## src/rtl/fpmul_pkg.sv

```systemverilog
// Shared types and helpers for the FP multiplier pipeline: operand classes,
// exception flag bundle, and exponent-field predicates.
package fpmul_pkg;

    localparam int unsigned MAX_EXP_W = 16;

    typedef enum logic [1:0] {
        CLS_NORM,
        CLS_ZERO,
        CLS_INF,
        CLS_NAN
    } fp_cls_e;

    typedef struct packed {
        logic nan;
        logic inf;
        logic zero;
    } fp_flags_t;

    // Exponent is passed zero-extended to MAX_EXP_W; only the low w bits are significant.
    function automatic logic exp_all_ones(input logic [MAX_EXP_W-1:0] e, input int unsigned w);
        logic r;
        r = 1'b1;
        for (int unsigned i = 0; i < MAX_EXP_W; i++) begin
            if (i < w && !e[i]) r = 1'b0;
        end
        return r;
    endfunction

    function automatic logic exp_zero(input logic [MAX_EXP_W-1:0] e);
        return (e == '0);
    endfunction

endpackage

```

## src/rtl/fpmul_unpack_lane.sv

```systemverilog
// Combinational operand unpacker: packed FP word -> sign, exponent, significand, class.
// Denormal handling selected by FPMUL_DENORM_EN (defined: keep denormals, else flush to zero).
module fpmul_unpack_lane
    import fpmul_pkg::*;
#(
    parameter int unsigned EXP_W = 8,
    parameter int unsigned MAN_W = 23
) (
    input  logic [EXP_W+MAN_W:0] fp,
    output logic                 sign,
    output logic [EXP_W-1:0]     exp,
    output logic [MAN_W:0]       sig,
    output fp_cls_e              cls
);

    logic [EXP_W-1:0]     exp_f;
    logic [MAN_W-1:0]     man_f;
    logic [MAX_EXP_W-1:0] exp_ext;

    assign sign    = fp[EXP_W+MAN_W];
    assign exp_f   = fp[EXP_W+MAN_W-1:MAN_W];
    assign man_f   = fp[MAN_W-1:0];
    assign exp_ext = {{(MAX_EXP_W-EXP_W){1'b0}}, exp_f};

    always_comb begin
        exp = exp_f;
        sig = {1'b1, man_f};
        cls = CLS_NORM;
        if (exp_all_ones(exp_ext, EXP_W)) begin
            cls = (man_f == '0) ? CLS_INF : CLS_NAN;
        end else if (exp_zero(exp_ext)) begin
            if (man_f == '0) begin
                exp = '0;
                sig = '0;
                cls = CLS_ZERO;
            end else begin
`ifdef FPMUL_DENORM_EN
                // Denormal: true exponent equals that of the smallest normal, no hidden bit.
                exp = EXP_W'(1);
                sig = {1'b0, man_f};
                cls = CLS_NORM;
`else
                exp = '0;
                sig = '0;
                cls = CLS_ZERO;
`endif
            end
        end
    end

endmodule

```

## src/rtl/fpmul_unpack_stage.sv

```systemverilog
// FP multiplier stage 1: unpack both operands, combine sign and exception flags,
// and register the result behind a valid/ready handshake with a 2-entry skid buffer.
module fpmul_unpack_stage
    import fpmul_pkg::*;
#(
    parameter int unsigned EXP_W = 8,
    parameter int unsigned MAN_W = 23
) (
    input  logic                   clk,
    input  logic                   rst_n,
    input  logic                   in_valid,
    output logic                   in_ready,
    input  logic [EXP_W+MAN_W:0]   fp_a,
    input  logic [EXP_W+MAN_W:0]   fp_b,
    output logic                   out_valid,
    input  logic                   out_ready,
    output logic [EXP_W-1:0]       a_exp,
    output logic [MAN_W:0]         a_sig,
    output logic [EXP_W-1:0]       b_exp,
    output logic [MAN_W:0]         b_sig,
    output logic                   sign_out,
    output logic                   is_nan,
    output logic                   is_inf,
    output logic                   is_zero
);

    localparam int unsigned FP_W = 1 + EXP_W + MAN_W;

    typedef struct packed {
        logic [EXP_W-1:0] a_exp;
        logic [MAN_W:0]   a_sig;
        logic [EXP_W-1:0] b_exp;
        logic [MAN_W:0]   b_sig;
        logic             sign;
        fp_flags_t        flags;
    } res_t;

    typedef enum logic [1:0] {
        SK_EMPTY,
        SK_ONE,
        SK_TWO
    } skid_e;

    logic             a_sign, b_sign;
    logic [EXP_W-1:0] a_exp_w, b_exp_w;
    logic [MAN_W:0]   a_sig_w, b_sig_w;
    fp_cls_e          a_cls, b_cls;

    fpmul_unpack_lane #(.EXP_W(EXP_W), .MAN_W(MAN_W)) u_lane_a (
        .fp   (fp_a[FP_W-1:0]),
        .sign (a_sign),
        .exp  (a_exp_w),
        .sig  (a_sig_w),
        .cls  (a_cls)
    );

    fpmul_unpack_lane #(.EXP_W(EXP_W), .MAN_W(MAN_W)) u_lane_b (
        .fp   (fp_b[FP_W-1:0]),
        .sign (b_sign),
        .exp  (b_exp_w),
        .sig  (b_sig_w),
        .cls  (b_cls)
    );

    res_t new_res;

    always_comb begin
        logic a_nan, b_nan, a_inf, b_inf, a_zero, b_zero;
        a_nan  = (a_cls == CLS_NAN);
        b_nan  = (b_cls == CLS_NAN);
        a_inf  = (a_cls == CLS_INF);
        b_inf  = (b_cls == CLS_INF);
        a_zero = (a_cls == CLS_ZERO);
        b_zero = (b_cls == CLS_ZERO);

        new_res       = '0;
        new_res.a_exp = a_exp_w;
        new_res.a_sig = a_sig_w;
        new_res.b_exp = b_exp_w;
        new_res.b_sig = b_sig_w;
        new_res.sign  = a_sign ^ b_sign;
        // One-hot-or-none flags: NaN (incl. inf*0) beats inf beats zero.
        new_res.flags.nan  = a_nan | b_nan | (a_inf & b_zero) | (a_zero & b_inf);
        new_res.flags.inf  = ~new_res.flags.nan & (a_inf | b_inf);
        new_res.flags.zero = ~new_res.flags.nan & ~new_res.flags.inf & (a_zero | b_zero);
    end

    skid_e state_q, state_d;
    res_t  out_q, out_d;
    res_t  skid_q, skid_d;
    logic  out_valid_q, out_valid_d;
    logic  in_ready_q, in_ready_d;
    logic  accept, pop;

    assign accept = in_valid & in_ready_q;
    assign pop    = out_valid_q & out_ready;

    always_comb begin
        state_d = state_q;
        out_d   = out_q;
        skid_d  = skid_q;
        unique case (state_q)
            SK_EMPTY: begin
                if (accept) begin
                    out_d   = new_res;
                    state_d = SK_ONE;
                end
            end
            SK_ONE: begin
                if (accept && pop) begin
                    out_d = new_res;
                end else if (accept) begin
                    skid_d  = new_res;
                    state_d = SK_TWO;
                end else if (pop) begin
                    state_d = SK_EMPTY;
                end
            end
            SK_TWO: begin
                if (pop) begin
                    out_d   = skid_q;
                    state_d = SK_ONE;
                end
            end
            default: state_d = SK_EMPTY;
        endcase
        out_valid_d = (state_d != SK_EMPTY);
        in_ready_d  = (state_d != SK_TWO);
    end

    always_ff @(posedge clk or negedge rst_n) begin
        if (!rst_n) begin
            state_q     <= SK_EMPTY;
            out_q       <= '0;
            skid_q      <= '0;
            out_valid_q <= 1'b0;
            in_ready_q  <= 1'b1;
        end else begin
            state_q     <= state_d;
            out_q       <= out_d;
            skid_q      <= skid_d;
            out_valid_q <= out_valid_d;
            in_ready_q  <= in_ready_d;
        end
    end

    assign in_ready  = in_ready_q;
    assign out_valid = out_valid_q;
    assign a_exp     = out_q.a_exp;
    assign a_sig     = out_q.a_sig;
    assign b_exp     = out_q.b_exp;
    assign b_sig     = out_q.b_sig;
    assign sign_out  = out_q.sign;
    assign is_nan    = out_q.flags.nan;
    assign is_inf    = out_q.flags.inf;
    assign is_zero   = out_q.flags.zero;

endmodule
```

## config.mk

```make
export PLATFORM = sky130hd
export DESIGN_NAME = fpmul_unpack_stage
export DESIGN_NICKNAME = d
export VERILOG_FILES = /design/src/rtl/fpmul_pkg.sv /design/src/rtl/fpmul_unpack_lane.sv /design/src/rtl/fpmul_unpack_stage.sv
export SDC_FILE = /design/constraint.sdc
export NUM_CORES = 1
export LEC_CHECK = 0
export ABC_CLOCK_PERIOD_IN_PS = 1700
export CAP_MARGIN = 5
export CORE_ASPECT_RATIO = 1.75
export CORE_UTILIZATION = 35
export CTS_BUF_LIST = sky130_fd_sc_hd__clkbuf_4
export DETAILED_ROUTE_END_ITERATION = 8
export PLACE_DENSITY = 0.6
export SLEW_MARGIN = 20
export SYNTH_ARGS = -nofsm -noshare
export SYNTH_HDL_FRONTEND = slang
export SYNTH_SLANG_ARGS = --single-unit
```

## constraint.sdc

```tcl
create_clock -name clk -period 1.7 [get_ports clk]
set_input_delay 0.17 -clock clk [delete_from_list [all_inputs] [get_ports clk]]
set_output_delay 0.17 -clock clk [all_outputs]
set_load 0.05 [all_outputs]
```

# Word-level counts from Yosys, hierarchy flattened
# Cells that the tools add are included.
# classes
magnitude_cmp	0
n_eq_ne	12
bitwise_logic	16
n_mul	0
n_div	0
addsub	0
muxes	40
shifts	0
n_reduce_logical	10
# ops
op	count
68-bit two-way mux	3
68-bit one-hot mux with 3 select lines	1
24-bit two-way mux	4
23-bit logical NOT	2
16-bit logical NOT	2
8-bit two-way mux	4
1-bit two-way mux	20
2-bit two-way mux	7
2-bit == test, second input constant	5
2-bit != test, second input constant	4
1-bit AND	7
2-bit by 1-bit == test with 1-bit output, second input constant	3
2-bit one-hot mux with 3 select lines	1
1-bit OR	5
4-bit AND reduction	1
1-bit NOT	3
3-bit AND reduction	1
3-bit nonzero test	1
2-bit logical NOT	1
2-bit nonzero test	1
1-bit logical AND	1
1-bit XOR	1
# totals
ff_bits	140
romBits	0
elab_cells	97
mem_count	0
ramBits	0
in_bits	68
output_inout_bits	70
latch_bits	0

# Logic depth before layout (Yosys ltp)
# Gate-level depths: netlist of run 1.
# logic_depth
ltp_word	20
depth_mapped	7
depth_no_buf	6

# By module
# From an unflattened synthesis of run 1, not the netlist that was laid out.
# hier_totals
hier_cells	634
area_unflattened_um2	6832.8
# by_module_without_submodules
mod	n_inst	seq_area_each_um2	cells_each	area_per_inst_um2
fpmul_unpack_stage	1	3504.6	534	6204.7
fpmul_unpack_lane	2	0.0	50	314.1

# Least setup slack after synthesis of run 1
# OpenSTA, ideal clock, no wires.
# synth_timing
path_kind	reg-to-reg
from	reg in_ready_q, in the netlist in_ready
to	reg out_q, in the netlist is_inf
t_required_ns	1.569
synth_period_minus_slack_ns	1.898
arrival_time_ns	1.768
stages_incl_launch_ff	8
path_buffers	2
setup_ns	0.131
setup_slack_ns	-0.198
path_cell_list	dfstp_2 -> nand2_1 -> nor2_2 -> a22o_1 -> buf_2 -> buf_2 -> mux2i_1 -> o41ai_2
# synth_via
elab_chain_len	4
word_cells_on_any_way	5
classes_between	2 x eq/ne; 1 x bitwise; 2 x reduce/logical
# synth_rtl
item	line_no	rtl
start: declaration	fpmul_unpack_stage.sv:92	logic in_ready_q, in_ready_d;
start signal: assignment	fpmul_unpack_stage.sv:143	in_ready_q <= in_ready_d;
1-bit AND (*)	fpmul_unpack_stage.sv:95	assign accept = in_valid & in_ready_q;
1-bit logical AND	fpmul_unpack_stage.sv:110	if (accept && pop) begin
2-bit != test (no line)	--	
4-bit AND reduction (no line) (*)	--	
end signal: assignment	fpmul_unpack_stage.sv:140	out_q <= out_d;
end: declaration	fpmul_unpack_stage.sv:89	res_t out_q, out_d;
# Mark *: on every way between the ends. The rest lies on a longest branch, timed or not.
# A chain may end at the register's enable or synchronous reset.

# Worst setup path after layout of run 1
# layout_timing
from	reg in_ready_q, in the netlist in_ready
to	reg skid_q[33] in the netlist's numbering
# layout_via
elab_chain_len	4
# layout_rtl
item	line_no	rtl
1-bit AND (*)	fpmul_unpack_stage.sv:95	
1-bit logical AND	fpmul_unpack_stage.sv:110	
1-bit NOT (no line)	--	
3-bit AND reduction (no line) (*)	--	
end signal: assignment	fpmul_unpack_stage.sv:141	skid_q <= skid_d;
end: declaration	fpmul_unpack_stage.sv:90	res_t skid_q, skid_d;
# Marks and branches as above.

==> results of run 1 <==
[what timing repair did]
item | 4_1_cts | 5_1_grt
setup buffers | 0 | 4
cloned | 0 | 6
resized for setup | 44 | 10
setup endpoints to repair | 45 | 36
hold buffers | 1 | 0
hold endpoints to repair | 103 | 0
pin swaps | 1 | 2
[cells by family after synthesis]
family | count (synthesis) | synth area share, %
AND/OR/NAND/NOR | 337 | 23.2
flip-flops | 140 | 57.1
AO/OA/AOI/OAI | 128 | 12.2
buffers and inverters | 54 | 3.75
multiplexers | 20 | 3.65
XOR/XNOR | 1 | 0.143
[report_power, final]
part	internal, W	switching (W)	leakage (nW)
logic	0.00295	0.00547	2.25
registers	0.00486	0.000867	1.64
clock network	0.00105	0.00136	0.161
[through the flow]
step	hold WS, ns	util, %	instance area, sq um	cells	TNS (ns)
global placement	0.173	49.4	8410	1087	-20.97
global route	0.167	52.3	8900	1132	-0.00292
detailed placement	0.180	49.4	8410	1087	-21.95
floorplan	-0.126	-	6170	680	-2.26
CTS	0.145	51.0	8680	1120	0
finish	0.171	52.3	8900	1132	0
[cell type report]
cell class | instances | area (sq um) | area share (%)
clock inverter | 15 | 185 | 2.08
timing repair buffer | 242 | 2320 | 26.1
antenna | 2 | 5.00 | 0.0563
tap | 227 | 284 | 3.19
multi-input combinational | 487 | 2460 | 27.6
clock buffer | 17 | 128 | 1.43
sequential | 140 | 3510 | 39.4
inverter | 2 | 7.51 | 0.0844
[placed cells by master (no fill, tap or decap), drive strengths merged, types with 5 or more instances in the layout]
cell type,n
nand2,187
dfrtp,139
buf,126
nor2,73
clkdlybuf4s50,66
a31oi,64
o21ai,52
nand3,48
dlygate4sd2,37
clkbuf,22
mux2,19
nor4,14
clkdlybuf4s15,7
inv,7
a21oi,6
nand4,6
clkinv,5
[synth_stat cells (all sizes together), types with 6 or more instances]
cell	instances	area share, %
clkbuf	29	1.8
dfrtp	139	57
nand4	6	0.61
o21ai	52	4.2
nor4	14	1.8
mux2	19	3.5
nand3	48	3.9
nand2	187	11
nor2	73	4.5
buf	23	1.9
a31oi	64	6.5
a21oi	6	0.49
[path summary, 6_finish.rpt]
check,from,to,slack (ns),depth (start not counted)
setup / recovery,in_ready,skid_q[33],0.07,6
hold / removal,rst_n,b_sig[18],0.17,2
hold reg to reg,skid_q[1],skid_q[1],0.49,2
max in group asynchronous,rst_n,skid_q[63],0.89,3
min in group clk,fp_a[6],skid_q[42],0.23,3
setup reg to reg,in_ready,skid_q[33],0.07,6
[registers in the layout, indices dropped and copies added, names as in the netlist]
signal,cells
is_zero,1
skid_q,68
is_nan,1
is_inf,1
b_exp,8
in_ready,1
out_valid,1
state_q,2
a_sig,24
b_sig,24
a_exp,8
sign_out,1
[layer usage]
layer | GRT usage (%) | share of wire, % | vias up
li1 | - | - | 2767
met1 | 21.7 | 38 | 2789
met2 | 37.7 | 56 | 157
met3 | 3.48 | 4.1 | 22
met4 | 8.45 | 2.5 | 0
met5 | 0 | 0 | -
==> summary.md, run 1 <==
| Metric | Value |
|---|---|
| Status | `finished clean` |
| WL final | `18.5 mm` |
| Clock Tree Buf Depth | `2` |
| Initial antenna violation count | `2` |
| Share of layout cells above drive strength 1 | `19.6%` |
| VDD IR-drop max | `0.744 mV` |
| Vias per cell | `5.07` |
| Drc violations | `0` |
| DRT Pass-1 Iters | `6` |
| DIE AREA | `18100 sq um` |
| Via count | `5735` |
| First-pass GRT wire length | `27.9 mm` |
| Crit path kind | `flip-flop to flip-flop` |
| Hpwl dp | `12.4 mm` |
| Nets | `958` |
| Total GRT Usage | `20.1%` |
| Initial Utilization | `36.1%` |
| CTS sink count | `140` |
| Syn Nets | `748` |
| Worst path arrival time | `2.03 ns` |
| Peak fanout along the critical path | `7` |
| Startpoint Class | `flip-flop` |
| Least-Margin Pin Slew | `0.544 ns` |
| Cell family contributing the most delay on the critical path | `flip-flops` |
| Core ar. | `17000 sq um` |
| Mean post-synth cell area | `9.03 sq um` |
| EDFF count, synth | `0` |
| Max Slew Vio Count | `0` |
| CTS tree | `yes` |
| Max-cap violations | `0` |
| CP Cell Sequence | `nand2_2 > nor2_4 > buf_6 > nand2_4 > buf_4 > mux2_1` |
| Worst skew pair latency | `0.53 ns` |
| Die Ht | `177 um` |
| P_leak | `4.05 nW` |
| Synthesis-to-finish area growth | `44.9%` |
| Root buf cell | `clkbuf_4` |
| Worst Clk Skew | `0.0202 ns` |
| Power Density | `1860 nW/um^2` |
| Worst path required time | `2.10 ns` |
| Seq/Total Area, Yosys | `57.1%` |
| Routed Antenna Nets | `0` |
| Std cell rows | `63` |
| H-Tree Depth | `4` |
| Crit. End Element | `flip-flop` |
| CP peak stage delay | `0.58 ns` |
| # IOs | `138` |
| Overflow after GRT | `0` |
| Number of global-route vias before repair | `5672` |
| Yosys reg bits | `140` |
| Port bufs | `137` |
| Min cycle time layout | `1.63 ns` |
| Library cells used by synthesis | `32` |
| Max Clk Rate | `612 MHz` |
| Pwr Total | `0.0166 W` |
| Final Setup Violations | `0` |
| Post-Syn Area | `6140 sq um` |
| Post-place setup slack | `-0.401 ns` |
| Worst path bufs/invs | `2` |
| Yosys warns | `0` |
| Cells after Synth | `680` |
| Final period util | `96.0%` |
| Largest net degree at the start of global routing | `55` |
| Rel. slew slack | `63.7%` |
| Worst setup margin | `0.0673 ns` |
| Final hold vios | `0` |
| Cts bufs inserted | `17` |
| # fillers | `1674` |
| Async SR Flop Fraction | `100%` |
| Routability cong. | `0.782` |
| Drt initial violations | `177` |
| Chip Width | `102 um` |
| Clock transition at path regs | `0.13 ns` |
| Crit-path slowest cell | `dfstp_2` |
| Post-DR wirelength/cell | `16.3 um` |
| Primary FF master, synth | `dfrtp_1` |
| Type of the most critical hold path | `input port to async pin` |
No activity file was read; power rests on OpenSTA's default activity.
==> inputs of run 2 (changes only) <==
--- a/config.mk
+++ b/config.mk
@@ -5,13 +5,13 @@
 export SDC_FILE = /design/constraint.sdc
 export NUM_CORES = 1
 export LEC_CHECK = 0
-export ABC_CLOCK_PERIOD_IN_PS = 1700
+export ABC_CLOCK_PERIOD_IN_PS = 2000
 export CAP_MARGIN = 5
 export CORE_ASPECT_RATIO = 1.75
 export CORE_UTILIZATION = 35
 export CTS_BUF_LIST = sky130_fd_sc_hd__clkbuf_4
 export DETAILED_ROUTE_END_ITERATION = 8
-export PLACE_DENSITY = 0.6
+export PLACE_DENSITY = 0.58
 export SLEW_MARGIN = 20
 export SYNTH_ARGS = -nofsm -noshare
 export SYNTH_HDL_FRONTEND = slang
==> constraint.sdc (replaced) <==
create_clock -name clk -period 2 [get_ports clk]
set_input_delay 0.2 -clock clk [delete_from_list [all_inputs] [get_ports clk]]
set_output_delay 0.2 -clock clk [all_outputs]
set_load 0.05 [all_outputs]
==> run 2 against run 1 <==
Effect of this change: final cell count decreased by 4.5%; sequential power decreased by 15%; wire length decreased by 11%; non-clock buffer count decreased by 49; global-route usage decreased by 0.60 points; worst setup slack improved by 0.022 ns; via count decreased by 4.9%; first-iteration DRC count increased by 11%; clock skew increased by 0.0073 ns; clock power decreased by 23%.
==> summary.md, run 2 (synthesis gave the netlist of run 1 again) <==
| Metric | Value |
|---|---|
| Setup TNS | `0 ns` |
| Crit. End Element | `primary output` |
| Cell family contributing the most delay on the critical path | `buffers and inverters` |
| # IOs | `138` |
| Max Clk Rate | `523 MHz` |
| DRT Pass-1 Iters | `4` |
| Final core occ | `50.4%` |
| Dpl cells | `1047` |
| Reg2reg end | `skid_q[64]` |
| Type of the most critical hold path | `input port to async pin` |
| Nets | `908` |
| Core ar. | `17000 sq um` |
| Root buf cell | `clkbuf_4` |
| Total GRT Usage | `19.5%` |
| VDD IR-drop max | `0.740 mV` |
| Cts bufs inserted | `17` |
| Final period util | `95.5%` |
| Worst path bufs/invs | `1` |
| Worst reg2reg startpoint | `in_ready` |
| Std cell rows | `63` |
| CTS tree | `yes` |
| Hpwl dp | `11.8 mm` |
| Startpoint Class | `flip-flop` |
| Rel. slew slack | `61.8%` |
| Finished Layout Cells | `1081` |
| Max Slew Vio Count | `0` |
| Design area | `8570 sq um` |
| Max FFs per register | `68` |
| Max-cap violations | `0` |
| Largest Register | `skid_q` |
| Drc violations | `0` |
| CP Cell Sequence | `clkdlybuf4s50_1` |
| Least-Margin Pin Slew | `0.572 ns` |
| Crit-path slowest cell | `clkdlybuf4s50_1` |
| Share of layout cells above drive strength 1 | `11.7%` |
| Power Density | `1580 nW/um^2` |
| Largest net degree at the start of global routing | `66` |
| R2r worst-path depth | `6` |
| WL final | `16.5 mm` |
| RSZ-0062 raised after global routing | `no` |
| Crit path kind | `flip-flop to primary output` |
| Post-DR wirelength/cell | `15.3 um` |
| R2R Setup Slk | `0.25 ns` |
| Clock Tree Buf Depth | `2` |
| Via count | `5455` |
| Initial Utilization | `36.1%` |
| Min cycle time layout | `1.91 ns` |
| # fillers | `1655` |
| Placed cell areas | `8190 sq um` |
| Worst path arrival time | `1.71 ns` |
| Initial antenna violation count | `1` |
| Routability cong. | `0.783` |
| Vias per cell | `5.05` |
| Worst skew pair latency | `0.53 ns` |
| Synthesis-to-finish area growth | `39.6%` |
| Chip Width | `102 um` |
| Most common cell after layout, fill and taps aside | `nand2_1` |
| Routed Antenna Nets | `0` |
| Final Setup Violations | `0` |
| Peak fanout along the critical path | `2` |
| P_leak | `4.01 nW` |
| Number of global-route vias before repair | `5556` |
| Status | `finished clean` |
| Die Ht | `177 um` |
| Post-CTS Setup Bufs | `0` |
| Overflow after GRT | `0` |
| Port bufs | `137` |
| First-pass GRT wire length | `27.1 mm` |
| H-Tree Depth | `4` |
| Worst path required time | `1.80 ns` |
| CP peak stage delay | `0.81 ns` |
| Drt initial violations | `196` |
| Commonest cells after routing, fill and taps aside | `nand2_1, dfrtp_1, clkdlybuf4s50_1` |
| Clock transition at path regs | `0.14 ns` |
| Worst Clk Skew | `0.0276 ns` |
| DIE AREA | `18100 sq um` |
| CTS sink count | `140` |
| Final hold vios | `0` |
-- run 2: cell types whose count changed in the layout (fill, tap and decap cells not counted), sizes merged, moves of 2 or more --
cell,previous run,this run
buf,126,56
dlymetal6s2s,0,40
dlygate4sd2,37,9
clkdlybuf4s50,66,87
clkdlybuf4s15,7,0
clkbuf,22,19
clkinv,5,3
clkinvlp,2,4
-- run 2: area by class of cell --
type	count	area, sq um	share of cell area [%]
clock inverter	13	139	1.62
timing repair buffer	193	2060	24.0
inverter	2	7.51	0.0876
multi-input combinational	486	2430	28.4
sequential	140	3500	40.9
antenna	1	2.50	0.0292
clock buffer	19	143	1.66
tap	227	284	3.31
-- run 2: through the flow --
stage          hold slack [ns]  total power, W  setup WS (ns)
2_1_floorplan          -0.0956         0.00930          0.102
3_3_place_gp             0.176          0.0118        -0.0960
3_5_place_dp             0.185          0.0119         -0.186
4_1_cts                  0.132          0.0137        0.00632
5_1_grt                  0.152          0.0144        0.00132
6_report                 0.151          0.0135         0.0893
-- run 2: worst max path at each step --
| stage | to | startpoint | slack [ns] | depth (start not counted) |
|---|---|---|---|---|
| 6_report | b_sig[12] | b_sig[12] | 0.09 | 1 |
| 5_1_grt | a_exp[6] | a_exp[6] | 0.001 | 1 |
| 4_1_cts | is_nan | is_nan | 0.006 | 1 |
| 3_5_place_dp | skid_q[2] | fp_b[10] | -0.19 | 7 |
| 3_3_place_gp | skid_q[2] | fp_a[22] | -0.1 | 7 |
| 2_1_floorplan | is_inf | in_ready | 0.10 | 7 |
-- run 2: report_power, final --
group | switching (W) | total, W | internal [W] | leakage (nW)
clock | 0.00107 | 0.00184 | 0.000775 | 0.144
combinational | 0.00442 | 0.00681 | 0.00239 | 2.23
sequential | 0.000719 | 0.00485 | 0.00413 | 1.64
-- run 2: worst register-to-register path, stage by stage (launching register included) --
cell and delay (ns):
dfstp_2 0.57, nand2_1 0.09, nor2_2 0.21, buf_4 0.16, nand2_4 0.06, buf_12 0.17
mux2_1 0.34
-- run 2: what timing repair did --
action | 4_1_cts | 5_1_grt
endpoints found under the hold margin | 76 | 0
resized for setup | 9 | 40
hold buffers | 1 | 0
endpoints found under the setup margin | 9 | 40
cloned | 0 | 0
-- run 2: layer usage --
layer / GRT usage (%) / part of all wire [%]
met3: 4.50 / 4.1
met2: 35.9 / 54
met1: 20.9 / 40
met5: 0 / 0
met4: 8.15 / 2.8
==> inputs of run 3 (changes only) <==
--- a/config.mk
+++ b/config.mk
@@ -6,7 +6,7 @@
 export NUM_CORES = 1
 export LEC_CHECK = 0
 export ABC_CLOCK_PERIOD_IN_PS = 2000
-export CAP_MARGIN = 5
+export CAP_MARGIN = 10
 export CORE_ASPECT_RATIO = 1.75
 export CORE_UTILIZATION = 35
 export CTS_BUF_LIST = sky130_fd_sc_hd__clkbuf_4
==> results of run 3 <==
No change in the layout: final DEF, timing and power equal those of run 2.
